--- config.mk ---
export PLATFORM = sky130hd
export DESIGN_NAME = vmask_gen
export DESIGN_NICKNAME = d
export VERILOG_FILES = /design/src/rtl/vmask_gen.sv
export SDC_FILE = /design/constraint.sdc
export NUM_CORES = 1
export LEC_CHECK = 0
export BUFFER_PORTS_ARGS = -buffer_cell sky130_fd_sc_hd__buf_2
export CORE_MARGIN = 5
export CORE_UTILIZATION = 58
export DETAILED_ROUTE_END_ITERATION = 8
export HOLD_SLACK_MARGIN = 0.02
export PLACE_DENSITY_LB_ADDON = 0.15
export REMOVE_ABC_BUFFERS = 1
export SYNTH_ARGS = -nofsm -noshare
export SYNTH_HDL_FRONTEND = slang
export SYNTH_SLANG_ARGS = --single-unit
--- constraint.sdc ---
create_clock -name clk -period 8.07 [get_ports clk]
set_input_delay 0.807 -clock clk [delete_from_list [all_inputs] [get_ports clk]]
set_output_delay 0.807 -clock clk [all_outputs]
set_load 0.01 [all_outputs]
--- src/rtl/vmask_gen.sv ---
// Mask-stream generator: emits ceil(N/E) byte-lane mask beats with the first N elements active.
// Optional VMASK_GEN_INVERT_EN adds in_invert to complement the element lanes of every beat.
module vmask_gen #(
    parameter int unsigned REQ_DATA_WIDTH = 64,
    parameter int unsigned REQ_ADDR_WIDTH = 32,
    parameter int unsigned SEW_WIDTH      = 2,
    parameter int unsigned COUNT_WIDTH    = 16
) (
    input  logic                        clk,
    input  logic                        rst,
    input  logic                        in_valid,
    output logic                        in_ready,
    input  logic [COUNT_WIDTH-1:0]      in_count,
    input  logic [SEW_WIDTH-1:0]        in_sew,
    input  logic [REQ_ADDR_WIDTH-1:0]   in_addr,
`ifdef VMASK_GEN_INVERT_EN
    input  logic                        in_invert,
`endif
    output logic [REQ_DATA_WIDTH/8-1:0] out_m0,
    output logic                        out_valid,
    input  logic                        out_ready,
    output logic                        out_start,
    output logic                        out_end,
    output logic [REQ_ADDR_WIDTH-1:0]   out_addr
);

    localparam int unsigned Lanes = REQ_DATA_WIDTH / 8;

    typedef enum logic [0:0] {StIdle, StRun} state_e;

    state_e                    state_q, state_d;
    logic [SEW_WIDTH-1:0]      sew_q, sew_d;
    logic                      inv_q, inv_d;
    logic [COUNT_WIDTH-1:0]    rem_q, rem_d;
    logic [Lanes-1:0]          m0_q, m0_d;
    logic                      start_q, start_d;
    logic                      end_q, end_d;
    logic [REQ_ADDR_WIDTH-1:0] addr_q, addr_d;

    logic                      in_inv;
    logic                      accept;
    logic                      xfer;
    logic                      load;
    logic [COUNT_WIDTH-1:0]    src_cnt;
    logic [SEW_WIDTH-1:0]      src_sew;
    logic                      src_inv;
    logic [COUNT_WIDTH-1:0]    src_epb;

`ifdef VMASK_GEN_INVERT_EN
    assign in_inv = in_invert;
`else
    assign in_inv = 1'b0;
`endif

    // Element k sits at lane k << sew; lanes between elements are always 0.
    function automatic logic [Lanes-1:0] lane_mask(input logic [COUNT_WIDTH-1:0] cnt,
                                                   input logic [SEW_WIDTH-1:0]   sew,
                                                   input logic                   inv);
        logic [Lanes-1:0] m;
        int unsigned      stride;
        m      = '0;
        stride = 32'd1 << sew;
        for (int unsigned i = 0; i < Lanes; i++) begin
            if ((i & (stride - 32'd1)) == 32'd0) begin
                m[i] = ((i >> sew) < 32'(cnt)) ^ inv;
            end
        end
        return m;
    endfunction

    // The end beat may be replaced by a new request's first beat in the same cycle.
    assign in_ready = !rst && ((state_q == StIdle) || (out_ready && end_q));
    assign accept   = in_valid && in_ready;
    assign xfer     = (state_q == StRun) && out_ready;

    always_comb begin
        state_d = state_q;
        sew_d   = sew_q;
        inv_d   = inv_q;
        rem_d   = rem_q;
        m0_d    = m0_q;
        start_d = start_q;
        end_d   = end_q;
        addr_d  = addr_q;
        load    = 1'b0;
        src_cnt = rem_q;
        src_sew = sew_q;
        src_inv = inv_q;

        if (accept) begin
            load    = 1'b1;
            src_cnt = in_count;
            src_sew = in_sew;
            src_inv = in_inv;
            sew_d   = in_sew;
            inv_d   = in_inv;
            start_d = 1'b1;
            addr_d  = in_addr;
            state_d = StRun;
        end else if (xfer) begin
            if (end_q) begin
                state_d = StIdle;
            end else begin
                load    = 1'b1;
                start_d = 1'b0;
                addr_d  = addr_q + REQ_ADDR_WIDTH'(1);
            end
        end

        src_epb = COUNT_WIDTH'(Lanes) >> src_sew;
        if (load) begin
            m0_d  = lane_mask(src_cnt, src_sew, src_inv);
            end_d = (src_cnt <= src_epb);
            rem_d = (src_cnt > src_epb) ? (src_cnt - src_epb) : '0;
        end
    end

    always_ff @(posedge clk or posedge rst) begin
        if (rst) begin
            state_q <= StIdle;
            sew_q   <= '0;
            inv_q   <= 1'b0;
            rem_q   <= '0;
            m0_q    <= '0;
            start_q <= 1'b0;
            end_q   <= 1'b0;
            addr_q  <= '0;
        end else begin
            state_q <= state_d;
            sew_q   <= sew_d;
            inv_q   <= inv_d;
            rem_q   <= rem_d;
            m0_q    <= m0_d;
            start_q <= start_d;
            end_q   <= end_d;
            addr_q  <= addr_d;
        end
    end

    assign out_valid = (state_q == StRun);
    assign out_m0    = m0_q;
    assign out_start = start_q;
    assign out_end   = end_q;
    assign out_addr  = addr_q;

endmodule

=== Word-level counts from Yosys, hierarchy flattened ===
Cells that the tools add are included.

* Add/subtract/negate cells: 3
* $lt $le $gt $ge: 10
* Equality and inequality tests: 1
* Shift operators: 10
* Muxes and demuxes: 23
* Bitwise logic cells: 9
* Reduce and logical (&&, ||, !) cells: 17

{| class="wikitable"
|+ Operators by type and width
! kind !! count
|-
| < comparator 32 x 16 -> 1 bit || 8
|-
| zero test 32 bit || 7
|-
| >> shifter 3 x 2 -> 32 bit (first input constant) || 4
|-
| two-way mux 32 bit || 3
|-
| >> shifter 1 x 2 -> 32 bit (first input constant) || 2
|-
| >> shifter 2 x 2 -> 32 bit (first input constant) || 2
|-
| adder 32 x 1 -> 32 bit (second input constant) || 1
|-
| two-way mux 16 bit || 2
|-
| two-way mux 1 bit || 17
|-
| greater-than comparator 16 bit || 1
|-
| <= comparator 16 bit || 1
|-
| >> shifter 4 x 2 -> 16 bit (first input constant) || 1
|-
| subtractor 16 bit || 1
|-
| bitwise XOR 1 bit || 8
|-
| logical AND 1 bit || 4
|-
| AND reduction 2 bit || 2
|-
| nonzero test 2 bit || 2
|-
| left shift 1 x 2 -> 3 bit (first input constant) || 1
|-
| subtractor 3 x 1 -> 3 bit (second input constant) || 1
|-
| two-way mux 2 bit || 1
|-
| != test 2 x 1 -> 1 bit (second input constant) || 1
|-
| zero test 1 bit || 1
|-
| logical OR 1 bit || 1
|-
| NOT 1 bit || 1
|}

* Register bits: 62
* Input port bits: 54
* Output and inout bits: 44
* Word-level logic and storage cells: 81

=== Logic depth before layout (Yosys ltp) ===
* Depth after elaboration: 9
* Gate-level depth with buffers: 17

=== Least setup slack after synthesis ===
OpenSTA, ideal clock, no wires.

* Path type: input port to flip-flop
* Start: input port rst
* End: register rem_q[13]
* Library setup time: 126 ps
* Arrival: 5255 ps
* Required time: 7944 ps
* Slack: 2689 ps
* Stages: 17
* Path buffers: 2
* Cells stage by stage: inv_1 nand3_1 clkbuf_1 nand2_1 nand2_1 inv_1 ha_1 inv_1 ha_1 o21a_1 o31a_1 or2_2 clkbuf_1 nor2_1 nand2_1 a21o_1 a311o_1

* Longest elaborated chain between the ends: 7

{| class="wikitable"
|+ RTL lines
! element !! RTL line !! text
|-
| from (decl) || 10 || <nowiki>input logic rst,</nowiki>
|-
| zero test 1 bit (no source line) (*) || - ||
|-
| logical AND 1 bit (*) || 72 || <nowiki>assign in_ready = !rst && ((state_q == StIdle) || (out_ready && end_q));</nowiki>
|-
| logical AND 1 bit (*) || 73 || <nowiki>assign accept = in_valid && in_ready;</nowiki>
|-
| two-way mux 2 bit || 90 || <nowiki>if (accept) begin</nowiki>
|-
| >> shifter 4 x 2 -> 16 bit || 110 || <nowiki>src_epb = COUNT_WIDTH'(Lanes) >> src_sew;</nowiki>
|-
| subtractor 16 bit or greater-than comparator 16 bit (tied branches) || 114 || <nowiki>rem_d = (src_cnt > src_epb) ? (src_cnt - src_epb) : '0;</nowiki>
|-
| two-way mux 16 bit || 114 ||
|-
| to (signal assigned) || 132 || <nowiki>rem_q <= rem_d;</nowiki>
|-
| to (decl) || 34 || <nowiki>logic [COUNT_WIDTH-1:0] rem_q, rem_d;</nowiki>
|}

Every way passes the cells marked *; elsewhere a longest branch is shown, timed or not.
A chain may end at the register's enable or synchronous reset.

=== Final worst setup path ===
Ends and elaborated chain as after synthesis.

==> Implementation_results.wiki <==
{| class="wikitable"
! Metric !! Value
|-
| Worst stage delay on the critical path || about 0.83 ns
|-
| Total of hold buffers inserted after clock tree synthesis || 0
|-
| Floorplan Core Area || 6790 sq um
|-
| Die footprint || around 8700 sq um
|-
| Number of vias per cell || roughly 6
|-
| Count of antenna-violating nets left after detailed routing || 0
|-
| Worst hold slack across all endpoints || approximately 0.48 ns
|-
| Post-layout power || about 1.9 mW
|-
| Final estimated routing congestion in global placement || 0.981
|-
| Crit-path cells || buf_2 -> inv_2 -> buf_4 -> nand3_1 -> mux2i_1 -> ha_1 -> inv_1 -> fa_1 -> nand3_1 -> nand2_1 -> a211oi_4 -> nor2_2 -> nor4b_1 -> a311o_1
|-
| RR Startpoint || out_end$_DFFE_PP0P_
|-
| Clk sink count || 62
|-
| I/O pin cnt || 98
|-
| Iteration-0 DRC count of the detailed router || between 200 and 300
|-
| Part of the Yosys area used for sequential elements || 38.4%
|-
| Cell with the biggest individual delay on the critical path || sky130_fd_sc_hd__a211oi_4
|-
| Placed instance area || 4620 sq um
|-
| Global-route wire length before repair || around 19 mm
|-
| Post-placement cell count || about 660
|-
| Root buf cell || sky130_fd_sc_hd__clkbuf_8
|-
| Maximum number of buffers from clock root to sink || 2
|-
| Count of warnings emitted by yosys || 0
|-
| Number of vias in the routed layout || 4054
|-
| Required time at the worst-slack endpoint || roughly 8.3 ns
|-
| Total half-perimeter wirelength after legalization and detailed placement || 8.00 mm
|-
| Most frequent cell after synthesis || sky130_fd_sc_hd__nand2_1
|-
| Classification of the worst setup path || primary input to flip-flop
|-
| Crit path launch || rst
|-
| GRT Overall Usage || roughly a quarter
|-
| H-tree level count || 3
|-
| Overflow after GRT || 0
|-
| Final clock skew || a little under 0.01 ns
|-
| Setup repair after global routing missed its margin || false
|-
| R2R setup slack || between 3 and 4 ns
|-
| Post-Synthesis Cells || 478
|-
| Worst Setup End Kind || flip-flop
|-
| Total of cells resized after clock tree synthesis || 0
|-
| Count of state elements after synthesis || just over 60
|-
| Post-synth top area cell || sky130_fd_sc_hd__dfrtp_1
|-
| Crit Path Max Fanout || 63
|-
| Routed Wire Length || between 10 and 15 mm
|-
| Time the final worst path needs with I/O delays and setup || between 5 and 6 ns
|-
| Initial antenna violation count || 0
|-
| Post-synthesis area per instance || between 8 and 9 sq um
|-
| Highest Clock Rate || ~200 MHz
|-
| Critical path launch point type || primary input
|-
| Final cell count without fillers || around 670
|-
| Count of standard-cell rows || 30
|-
| FF-to-FF End || rem_q[13]$_DFFE_PP0P_
|-
| Initial Utilization || 59.4%
|-
| End point of the critical path || rem_q[13]$_DFFE_PP0P_
|-
| CTS tree || yes
|-
| Rel. slew slack || just under 40%
|-
| Measured slew at the worst slew-check pin || between 0.9 and 1 ns
|-
| Count of antenna diodes in the layout || 0
|-
| Peak supply drop || 0.000302 V
|-
| Height of the chip || about 93 um
|-
| Crit path arrival time || roughly 5.3 ns
|-
| Top cell type's share of synthesized area || slightly below 40%
|-
| Part of the cycle the worst path needs || between 60 and 70%
|-
| Vias in the first global route || 3925
|-
| Leakage || slightly above 2 nW
|-
| Clock edge transition at the registers on the reported setup and hold paths || about 0.07 ns
|-
| Ratio of cells with drive above 1 in the final layout || a little under a quarter
|-
| Total Nets Final || 640
|-
| Most used flip-flop cell after synthesis || sky130_fd_sc_hd__dfrtp_1
|-
| Setup total negative slack || 0 ns
|-
| Worst reg-to-reg path cell count || 11
|-
| Hold crit path type || flip-flop to flip-flop
|-
| Status || finished, final reports clean
|-
| Synth top cells by count || 78 x sky130_fd_sc_hd__nand2_1, 62 x sky130_fd_sc_hd__dfrtp_1, 41 x sky130_fd_sc_hd__nor2_1, 33 x sky130_fd_sc_hd__o21ai_0, 27 x sky130_fd_sc_hd__xnor2_1
|-
| Clock latency reported for the late side of the worst-skew pair || between 0.3 and 0.4 ns
|-
| Final max-slew violation count || 0
|-
| Post-route DRC violation count || 0
|-
| Number of maximum-capacitance violations || 0
|-
| PortBufs || 97
|-
| Count of endpoints failing setup in the final report || 0
|-
| Detailed-route wire length per cell || about 17 um
|-
| Pwr Density || roughly 390 nW/um^2
|-
| Largest net degree at the start of global routing || 74
|-
| Finished layout cell area || 4800 sq um
|-
| Smallest setup slack after layout || 2.98 ns
|-
| Number of distinct library cell variants in the gate-level netlist after synthesis || 60
|-
| Async set or reset register ratio after synthesis || 100%
|-
| Number of buffers inserted during clock tree synthesis || 9
|-
| Router iterations before antenna repair || 4
|-
| Area growth, synth to finish || 19.0%
|-
| Total count of hold-check failures in the final report || 0
|-
| Top area cells in the synthesized netlist || sky130_fd_sc_hd__dfrtp_1 38%, sky130_fd_sc_hd__nand2_1 7.3%, sky130_fd_sc_hd__xnor2_1 5.9%
|-
| Most common cell on crit path || sky130_fd_sc_hd__nand3_1
|-
| Number of buffers inserted by post-CTS setup repair || 0
|-
| Synthesized cell area || 4040 sq um
|-
| Die boundary width || slightly above 90 um
|-
| Pre-CTS WS || 2.65 ns
|-
| Core Util, Final || 70.7%
|-
| Number of synthesized flops with an enable pin || 0
|}
## cells in the final DEF, fill, tap and decap left out, types with 5 or more instances in the layout
cell type and instances:
sky130_fd_sc_hd__buf_2 97, sky130_fd_sc_hd__nand2_1 78, sky130_fd_sc_hd__dfrtp_1 62, sky130_fd_sc_hd__nor2_1 40
sky130_fd_sc_hd__o21ai_0 33, sky130_fd_sc_hd__xnor2_1 27, sky130_fd_sc_hd__nand3_1 20, sky130_fd_sc_hd__nor3_1 19
sky130_fd_sc_hd__a21oi_1 18, sky130_fd_sc_hd__inv_1 14, sky130_fd_sc_hd__nor4_1 13, sky130_fd_sc_hd__ha_1 12
sky130_fd_sc_hd__nand4_1 11, sky130_fd_sc_hd__xor2_1 10, sky130_fd_sc_hd__clkbuf_8 10, sky130_fd_sc_hd__o31ai_1 9
sky130_fd_sc_hd__o211ai_1 8, sky130_fd_sc_hd__o22ai_1 6, sky130_fd_sc_hd__o21a_1 5, sky130_fd_sc_hd__and3_1 5
sky130_fd_sc_hd__buf_4 5
## worst min-delay path by stage
stage,start,end,depth (start not counted)
2_1_floorplan,rem_q[2]$_DFFE_PP0P_,rem_q[2]$_DFFE_PP0P_,2
3_3_place_gp,out_start$_DFFE_PP0P_,out_start$_DFFE_PP0P_,2
6_report,out_m0[7]$_DFFE_PP0P_,out_m0[7]$_DFFE_PP0P_,2
4_1_cts,out_m0[1]$_DFFE_PP0P_,out_m0[1]$_DFFE_PP0P_,2
5_1_grt,out_m0[7]$_DFFE_PP0P_,out_m0[7]$_DFFE_PP0P_,2
3_5_place_dp,out_m0[1]$_DFFE_PP0P_,out_m0[1]$_DFFE_PP0P_,2
## area by class of cell
class                   instances  area (sq um)
clock inverters                 4          47.5
flip-flops and latches         62          1550
fillers                       539          1990
inverters                      15          56.3
multi-input cells             383          2360
repair buffers                102           523
well taps                      96           120
clock buffers                  11           141
## sequential cells by signal (all words and copies together), names as in the netlist
name	flops
out_m0	8
out_start	1
out_valid	1
rem_q	16
out_addr	32
inv_q	1
sew_q	2
out_end	1
## where the power goes
group          total [mW]  internal, mW  switching, mW
Sequential          0.608         0.454          0.154
Clock               0.275         0.149          0.127
Combinational        1.01         0.405          0.609
Total                1.90          1.01          0.889
## kinds of logic after synthesis
| logic type | after synthesis | synth area share (%) |
|---|---|---|
| flip-flops | 62 | 38.4 |
| multiplexers | 7 | 1.92 |
| buffers and inverters | 33 | 3.16 |
| AO/OA/AOI/OAI | 116 | 19.6 |
| adder cells (fa/ha/maj) | 13 | 4.22 |
| AND/OR/NAND/NOR | 210 | 24.6 |
| XOR/XNOR | 37 | 8.03 |
## metal layers
| metal | share of wire (%) | GRT usage, % |
|---|---|---|
| met5 | 0 | 0 |
| met3 | 8.8 | 4.18 |
| met1 | 43 | 36.3 |
| met2 | 46 | 41.8 |
| met4 | 2.2 | 10.4 |
## critical path: cells and delay by family
family	cells	cell delay, ns
fa+ha+maj	2	0.65
mux	1	0.55
simple gates	5	1.32
compound gates	2	1.17
buf+inv	4	0.83
Note: power is estimated with default switching activity, not from simulation.
